--- src/rtl/updi_prog_sequencer.sv ---
// UPDI programming sequencer: read device ID, chip-erase unlock, enter NVMPROG or leave programming,
// with per-step timeouts and full-sequence retries. Define UPDI_PROG_SIG_CHECK_EN to verify the signature.
module updi_prog_sequencer #(
    parameter int unsigned TIMEOUT_CYCLES = 100000,
    parameter int unsigned MAX_RETRIES    = 3,
    parameter int unsigned POLL_LIMIT     = 255,
    parameter logic [15:0] SIG_ADDR       = 16'h1100,
    parameter logic [23:0] EXPECTED_ID    = 24'h1E9422
) (
    input  logic        clk,
    input  logic        rst,
    input  logic        start,
    input  logic [1:0]  op,
    output logic        busy,
    output logic        done,
    output logic        error,
    output logic [2:0]  err_code,
    output logic [23:0] dev_id,
    output logic [7:0]  tx_data,
    output logic        tx_valid,
    input  logic        tx_ready,
    input  logic [7:0]  rx_data,
    input  logic        rx_valid,
    output logic        brk_req,
    input  logic        brk_done
);
    typedef enum logic [2:0] {ST_IDLE, ST_BREAK, ST_BRK_WAIT, ST_TX, ST_RX, ST_DONE, ST_ERROR} state_t;
    typedef enum logic [3:0] {STEP_CTRLB, STEP_CTRLA, STEP_STATUSA, STEP_KEY, STEP_KEYST,
                              STEP_RSTA, STEP_RSTR, STEP_UPDIDIS, STEP_POLL, STEP_SIG} step_t;

    localparam logic [63:0] KEY_ERASE = 64'h4E564D4572617365;
    localparam logic [63:0] KEY_PROG  = 64'h4E564D50726F6720;

    state_t      state, state_n;
    step_t       step, step_n;
    logic [3:0]  idx, idx_n, last_idx;
    logic [1:0]  sig_idx, sig_idx_n, op_q, op_q_n;
    logic [15:0] sig_buf, sig_buf_n, sig_addr;
    logic [31:0] retries, retries_n, poll_cnt, poll_cnt_n, timer, timer_n;
    logic [2:0]  err_code_n;
    logic [23:0] dev_id_n;
    logic        key_fail, key_fail_n, rx_step, timeout, timer_hit;
    logic [7:0]  tx_byte;
    logic [63:0] key_vec;
    logic [2:0]  key_idx;

`ifndef UPDI_PROG_SIG_CHECK_EN
    logic unused_expected_id;
    assign unused_expected_id = ^EXPECTED_ID;
`endif

    assign key_vec   = (op_q == 2'd1) ? KEY_ERASE : KEY_PROG;
    assign key_idx   = 3'(idx - 4'd2);
    assign sig_addr  = SIG_ADDR + {14'd0, sig_idx};
    assign timer_hit = (timer >= TIMEOUT_CYCLES - 32'd1);

    assign busy     = (state != ST_IDLE);
    assign done     = (state == ST_DONE);
    assign error    = (state == ST_ERROR);
    assign tx_valid = (state == ST_TX);
    assign brk_req  = (state == ST_BREAK);
    assign tx_data  = tx_valid ? tx_byte : 8'h00;

    // Every UPDI frame opens with SYNC (0x55); the step selects the remaining bytes.
    always_comb begin
        tx_byte  = 8'h55;
        last_idx = 4'd2;
        rx_step  = 1'b0;
        case (step)
            STEP_CTRLB:   if (idx == 4'd1) tx_byte = 8'hC3; else if (idx == 4'd2) tx_byte = 8'h08;
            STEP_CTRLA:   if (idx == 4'd1) tx_byte = 8'hC2; else if (idx == 4'd2) tx_byte = 8'h06;
            STEP_STATUSA: begin
                last_idx = 4'd1;
                rx_step  = 1'b1;
                if (idx == 4'd1) tx_byte = 8'h80;
            end
            STEP_KEY: begin
                last_idx = 4'd9;
                if (idx == 4'd1) tx_byte = 8'hE0;
                else if (idx >= 4'd2) tx_byte = key_vec[{key_idx, 3'b000} +: 8];
            end
            STEP_KEYST: begin
                last_idx = 4'd1;
                rx_step  = 1'b1;
                if (idx == 4'd1) tx_byte = 8'h87;
            end
            STEP_RSTA:    if (idx == 4'd1) tx_byte = 8'hC8; else if (idx == 4'd2) tx_byte = 8'h59;
            STEP_RSTR:    if (idx == 4'd1) tx_byte = 8'hC8; else if (idx == 4'd2) tx_byte = 8'h00;
            STEP_UPDIDIS: if (idx == 4'd1) tx_byte = 8'hC3; else if (idx == 4'd2) tx_byte = 8'h0C;
            STEP_POLL: begin
                last_idx = 4'd1;
                rx_step  = 1'b1;
                if (idx == 4'd1) tx_byte = 8'h8B;
            end
            STEP_SIG: begin
                last_idx = 4'd3;
                rx_step  = 1'b1;
                if (idx == 4'd1) tx_byte = 8'h04;
                else if (idx == 4'd2) tx_byte = sig_addr[7:0];
                else if (idx == 4'd3) tx_byte = sig_addr[15:8];
            end
            default: ;
        endcase
    end

    // Sequencing: the timer runs in every waiting state and is reloaded by any link progress.
    always_comb begin
        state_n    = state;
        step_n     = step;
        idx_n      = idx;
        sig_idx_n  = sig_idx;
        sig_buf_n  = sig_buf;
        retries_n  = retries;
        poll_cnt_n = poll_cnt;
        timer_n    = timer;
        err_code_n = err_code;
        dev_id_n   = dev_id;
        op_q_n     = op_q;
        key_fail_n = key_fail;
        timeout    = 1'b0;

        if (state == ST_BRK_WAIT || state == ST_TX || state == ST_RX)
            timer_n = timer + 32'd1;

        case (state)
            ST_IDLE: if (start) begin
                op_q_n     = op;
                retries_n  = '0;
                poll_cnt_n = '0;
                timer_n    = '0;
                err_code_n = 3'd0;
                key_fail_n = 1'b0;
                state_n    = ST_BREAK;
            end
            ST_BREAK: state_n = ST_BRK_WAIT;
            ST_BRK_WAIT: if (brk_done) begin
                timer_n = '0;
                step_n  = STEP_CTRLB;
                idx_n   = '0;
                state_n = ST_TX;
            end else timeout = timer_hit;
            ST_TX: if (tx_ready) begin
                timer_n = '0;
                if (idx != last_idx) idx_n = idx + 4'd1;
                else begin
                    idx_n = '0;
                    if (rx_step) state_n = ST_RX;
                    else begin
                        case (step)
                            STEP_CTRLB:   step_n = STEP_CTRLA;
                            STEP_CTRLA:   step_n = STEP_STATUSA;
                            STEP_KEY:     step_n = STEP_KEYST;
                            STEP_RSTA:    step_n = STEP_RSTR;
                            STEP_RSTR: begin
                                if (key_fail) begin
                                    err_code_n = 3'd3;
                                    state_n    = ST_ERROR;
                                end else if (op_q == 2'd3) step_n = STEP_UPDIDIS;
                                else begin
                                    step_n     = STEP_POLL;
                                    poll_cnt_n = '0;
                                end
                            end
                            STEP_UPDIDIS: state_n = ST_DONE;
                            default: ;
                        endcase
                    end
                end
            end else timeout = timer_hit;
            ST_RX: if (rx_valid) begin
                timer_n = '0;
                state_n = ST_TX;
                case (step)
                    STEP_STATUSA: begin
                        if (rx_data == 8'h00) begin
                            err_code_n = 3'd2;
                            state_n    = ST_ERROR;
                        end else if (op_q == 2'd0) begin
                            step_n    = STEP_SIG;
                            sig_idx_n = 2'd0;
                        end else if (op_q == 2'd3) step_n = STEP_RSTA;
                        else step_n = STEP_KEY;
                    end
                    STEP_KEYST: begin
                        if (!((op_q == 2'd1) ? rx_data[3] : rx_data[4])) key_fail_n = 1'b1;
                        step_n = STEP_RSTA;
                    end
                    STEP_POLL: begin
                        if ((op_q == 2'd1) ? !rx_data[0] : rx_data[3]) state_n = ST_DONE;
                        else if (poll_cnt + 32'd1 >= POLL_LIMIT) begin
                            err_code_n = 3'd4;
                            state_n    = ST_ERROR;
                        end else poll_cnt_n = poll_cnt + 32'd1;
                    end
                    STEP_SIG: begin
                        sig_buf_n = {sig_buf[7:0], rx_data};
                        if (sig_idx == 2'd2) begin
                            dev_id_n = {sig_buf, rx_data};
`ifdef UPDI_PROG_SIG_CHECK_EN
                            if ({sig_buf, rx_data} != EXPECTED_ID) begin
                                err_code_n = 3'd5;
                                state_n    = ST_ERROR;
                            end else state_n = ST_DONE;
`else
                            state_n = ST_DONE;
`endif
                        end else sig_idx_n = sig_idx + 2'd1;
                    end
                    default: ;
                endcase
            end else timeout = timer_hit;
            ST_DONE, ST_ERROR: state_n = ST_IDLE;
            default: state_n = ST_IDLE;
        endcase

        if (timeout) begin
            timer_n = '0;
            if (retries < MAX_RETRIES) begin
                retries_n  = retries + 32'd1;
                key_fail_n = 1'b0;
                state_n    = ST_BREAK;
            end else begin
                err_code_n = 3'd1;
                state_n    = ST_ERROR;
            end
        end
    end

    always_ff @(posedge clk or negedge rst) begin
        if (!rst) begin
            state    <= ST_IDLE;
            step     <= STEP_CTRLB;
            idx      <= '0;
            sig_idx  <= '0;
            sig_buf  <= '0;
            retries  <= '0;
            poll_cnt <= '0;
            timer    <= '0;
            err_code <= '0;
            dev_id   <= '0;
            op_q     <= '0;
            key_fail <= 1'b0;
        end else begin
            state    <= state_n;
            step     <= step_n;
            idx      <= idx_n;
            sig_idx  <= sig_idx_n;
            sig_buf  <= sig_buf_n;
            retries  <= retries_n;
            poll_cnt <= poll_cnt_n;
            timer    <= timer_n;
            err_code <= err_code_n;
            dev_id   <= dev_id_n;
            op_q     <= op_q_n;
            key_fail <= key_fail_n;
        end
    end
endmodule

--- config.mk ---
export PLATFORM = sky130hd
export DESIGN_NAME = updi_prog_sequencer
export DESIGN_NICKNAME = d
export VERILOG_FILES = /design/src/rtl/updi_prog_sequencer.sv
export SDC_FILE = /design/constraint.sdc
export NUM_CORES = 1
export LEC_CHECK = 0
export BUFFER_PORTS_ARGS = -buffer_cell sky130_fd_sc_hd__buf_2
export CAP_MARGIN = 30
export CORE_MARGIN = 2
export CORE_UTILIZATION = 65
export DETAILED_ROUTE_END_ITERATION = 8
export PLACE_DENSITY = 0.89
export SLEW_MARGIN = 10
export SYNTH_ARGS = -nofsm -noshare
export SYNTH_HDL_FRONTEND = slang
export SYNTH_SLANG_ARGS = --single-unit
--- constraint.sdc ---
create_clock -name clk -period 5.7 [get_ports clk]
set_input_delay 0.57 -clock clk [delete_from_list [all_inputs] [get_ports clk]]
set_output_delay 0.57 -clock clk [all_outputs]
set_load 0.05 [all_outputs]
==> impl_results.md <==
* Ys flop type: dfrtp_1
* Initial Util at 66.2%
* Fraction of layout cells with a size suffix above 1 at 17.7%
* Crit end category: output pin
* Initial antenna violation count at 0
* Worst setup SP type: flop
* Worst-case vdd ir drop at 275 uV
* Die Height at 117 um
* Post-synthesis cell count at 849
* Top post-synthesis cells by count: dfrtp_1, nor2_1, nand2_1
* Max frequency at 247 MHz
* Clock Path Buffers at 2
* Largest net degree at the start of global routing at 114
* Post-synth cell types at 80
* Crit path max fanout at 13
* DRT Pass-1 Iters at 5
* Total CTS buffers at 17
* Iter 0 DRT Violations at 763
* Full die area at 13700 um2
* TNS Setup at 0 ns
* Via count at 6770
* Count leader, synth: dfrtp_1
* Clk network pwr share at 30.9%
* Final wirelength at 19.2 mm
* Nets at 925
* Min Clock Period, post-route at 4.04 ns
* Setup CP Type: flop to output pin
* Cts repair resizes at 0
* Fin crit share at 70.9%
* Sw power at 0.00151 W
* First-pass GRT wire length at 31.3 mm
* Hold crit path type: input pin to flop
* Switching share of total power at 40.2%
* Min Hold Slack at 0.375 ns
* P_leak at 4.34 nW
* Residual DRC at 0
* I/O Buffers at 55
* ANT nets after route at 0
* Worst slew pin tran at 0.944 ns
* Status: completed
* Critical Path AT at 3.47 ns
* Layout area overhead at 12.5%
* Non-Filler Cell Area, Final at 9320 um2
* Final Hold Vio Count at 0
* Int Pwr at 0.00224 W
* Warning count from the yosys run at 0
* Post-synthesis net count at 881
* Total power at 0.00375 W
* Core area at 12500 um2
* Placed Area at 8670 um2
* Clk Latency, worst-skew pair at 0.44 ns
* Syn_area_per_cell at 9.75 um2
* Dpl hpwl at 12.9 mm
* Sequential power share at 36.6%
* Skew final at 0.0149 ns
* Yosys reg bits at 155
* Die X at 117 um
* Total I/O pin count at 56
* Clock tree from TritonCTS: built
* Area share of the largest cell type after synthesis at 46.8%
* Slew Viols, Final at 0
* Pwr dens at 402 nW/um2
* Htree depth at 4
* Fill cell count at 848
* Routed vias/inst at 6.28
* Non-Filler Instances at 1078
* Biggest area consumer among synthesized cells: dfrtp_1
* Seq/Total Area, Yosys at 46.8%
* Diodes inserted at 0
* Gr ovfl total at 0
* Finish-stage setup viols at 0
* GPL Wtd Cong at 0.939
* Combinational share of power at 32.5%
* Post-synthesis cell area at 8280 um2
* Drt wl/cell at 17.8 um
* Post-synth EDFFs at 0
* Largest cells by area after synthesis: dfrtp_1, mux2_2, nor2_1
* Normalized max-slew margin at 37.0%
* GRT Resource Usage Total at 29.4%
* Max-Cap Viols at 0
* Root cell of the clock tree: clkbuf_16
* Vias in the first global route at 6294
* Clk sinks at 155
* Clock slew at reported path FFs at 0.07 ns
* Placed cells at 1043
* Async SR Flop Fraction at 100%
* CP required at 5.13 ns
* Core Rows at 41
* RSZ-0062 raised after global routing: no
-- power by group through the flow --
| stage | logic [W] | clock network [W] | registers [W] |
|---|---|---|---|
| finish | 0.00122 | 0.00116 | 0.00137 |
| global route | 0.00133 | 0.00122 | 0.00138 |
| CTS | 0.00119 | 0.00117 | 0.00136 |
| detailed placement | 0.00118 | 0 | 0.00138 |
| global placement | 0.00115 | 0 | 0.00137 |
| floorplan | 0.000981 | 0 | 0.00128 |
-- logic make-up (layout without fill, tap and decap cells) --
logic type	count (synthesis)	count (layout)	share of synthesized area, %
AND/OR/NAND/NOR	364	364	24.1
buffers and inverters	64	121	3.23
adder cells (fa/ha/maj)	16	16	2.42
XOR/XNOR	30	30	3.17
multiplexers	48	48	6.42
flip-flops	155	155	46.8
AO/OA/AOI/OAI	172	172	13.8
-- critical path, cell delays in order (launching register included) --
cell and delay [ns]:
dfrtp_1 0.52, inv_1 0.25, ha_1 0.24, or3b_2 0.56, nor2_1 0.20, nor2_1 0.06, o22ai_1 0.24, o2111a_1 0.25
o21ai_0 0.09, a221oi_1 0.34, nor2_1 0.06, buf_2 0.23
-- layout make-up --
cell class | instances | area (um2) | share of cell area [%]
clock buffer | 18 | 429 | 4.61
clock inverter | 14 | 179 | 1.92
inverter | 25 | 93.8 | 1.01
multi-input combinational | 630 | 4140 | 44.4
sequential | 155 | 3880 | 41.6
tap | 172 | 215 | 2.31
timing repair buffer | 64 | 384 | 4.12
-- repair_timing --
action | in CTS | in global routing
buffers inserted | 0 | 0
hold buffers | 0 | 1
endpoints found under the hold margin | 0 | 11
-- flip-flops by register name, summed over array words and instances, names as in the netlist --
signal,cells
dev_id,24
err_code,3
idx,4
key_fail,1
op_q,2
poll_cnt,32
retries,32
sig_buf,16
sig_idx,2
state,3
step,4
timer,32
-- stage by stage --
step / util (%) / setup slack, ns
2_1_floorplan: - / 2.27
3_3_place_gp: 69.0 / 2.26
3_5_place_dp: 69.2 / 2.17
4_1_cts: 74.1 / 1.70
5_1_grt: 74.4 / 1.43
6_report: 74.4 / 1.66
-- layout by cell type (no fill, tap or decap), types with 8 or more instances in the layout --
| cell | count |
|---|---|
| nor3_1 | 22 |
| a21oi_1 | 42 |
| o211ai_1 | 9 |
| nor2_1 | 85 |
| nand2_1 | 75 |
| inv_1 | 23 |
| nor2b_1 | 32 |
| mux2_2 | 41 |
| ha_1 | 16 |
| clkbuf_16 | 17 |
| xnor2_1 | 13 |
| o31ai_1 | 9 |
| o22ai_1 | 8 |
| nand3_1 | 21 |
| and3_1 | 13 |
| and2_1 | 25 |
| a31oi_1 | 8 |
| buf_2 | 54 |
| dfrtp_1 | 155 |
| nor4_1 | 20 |
| xor2_1 | 17 |
| o21ai_0 | 42 |
| nand4_1 | 19 |
-- metal layers --
| metal | track usage, % | wire length (um) | vias to the layer above |
|---|---|---|---|
| li1 | - | - | 3174 |
| met1 | 38.4 | 8070 | 3237 |
| met2 | 47.7 | 9490 | 309 |
| met3 | 7.57 | 1230 | 50 |
| met4 | 11.1 | 430 | 0 |
| met5 | 0 | 0 | - |
-- path summary, 6_finish.rpt --
kind / start / endpoint / slack [ns] / cells past startpoint
max reg2reg: step[1]$_DFFE_PN0P_ / state[0]$_DFFE_PN0P_ / 2.34 / 8
max in group asynchronous: rst / timer[16]$_DFF_PN0_ / 4.46 / 3
min in group asynchronous: rst / poll_cnt[21]$_DFFE_PN0P_ / 0.52 / 2
min reg2reg: retries[20]$_DFF_PN0_ / retries[20]$_DFF_PN0_ / 0.49 / 1
min: op[0] / op_q[0]$_DFFE_PN0P_ / 0.37 / 3
max: idx[0]$_DFFE_PN0P_ / tx_data[0] / 1.66 / 11
Note: power is estimated with default switching activity, not from simulation.
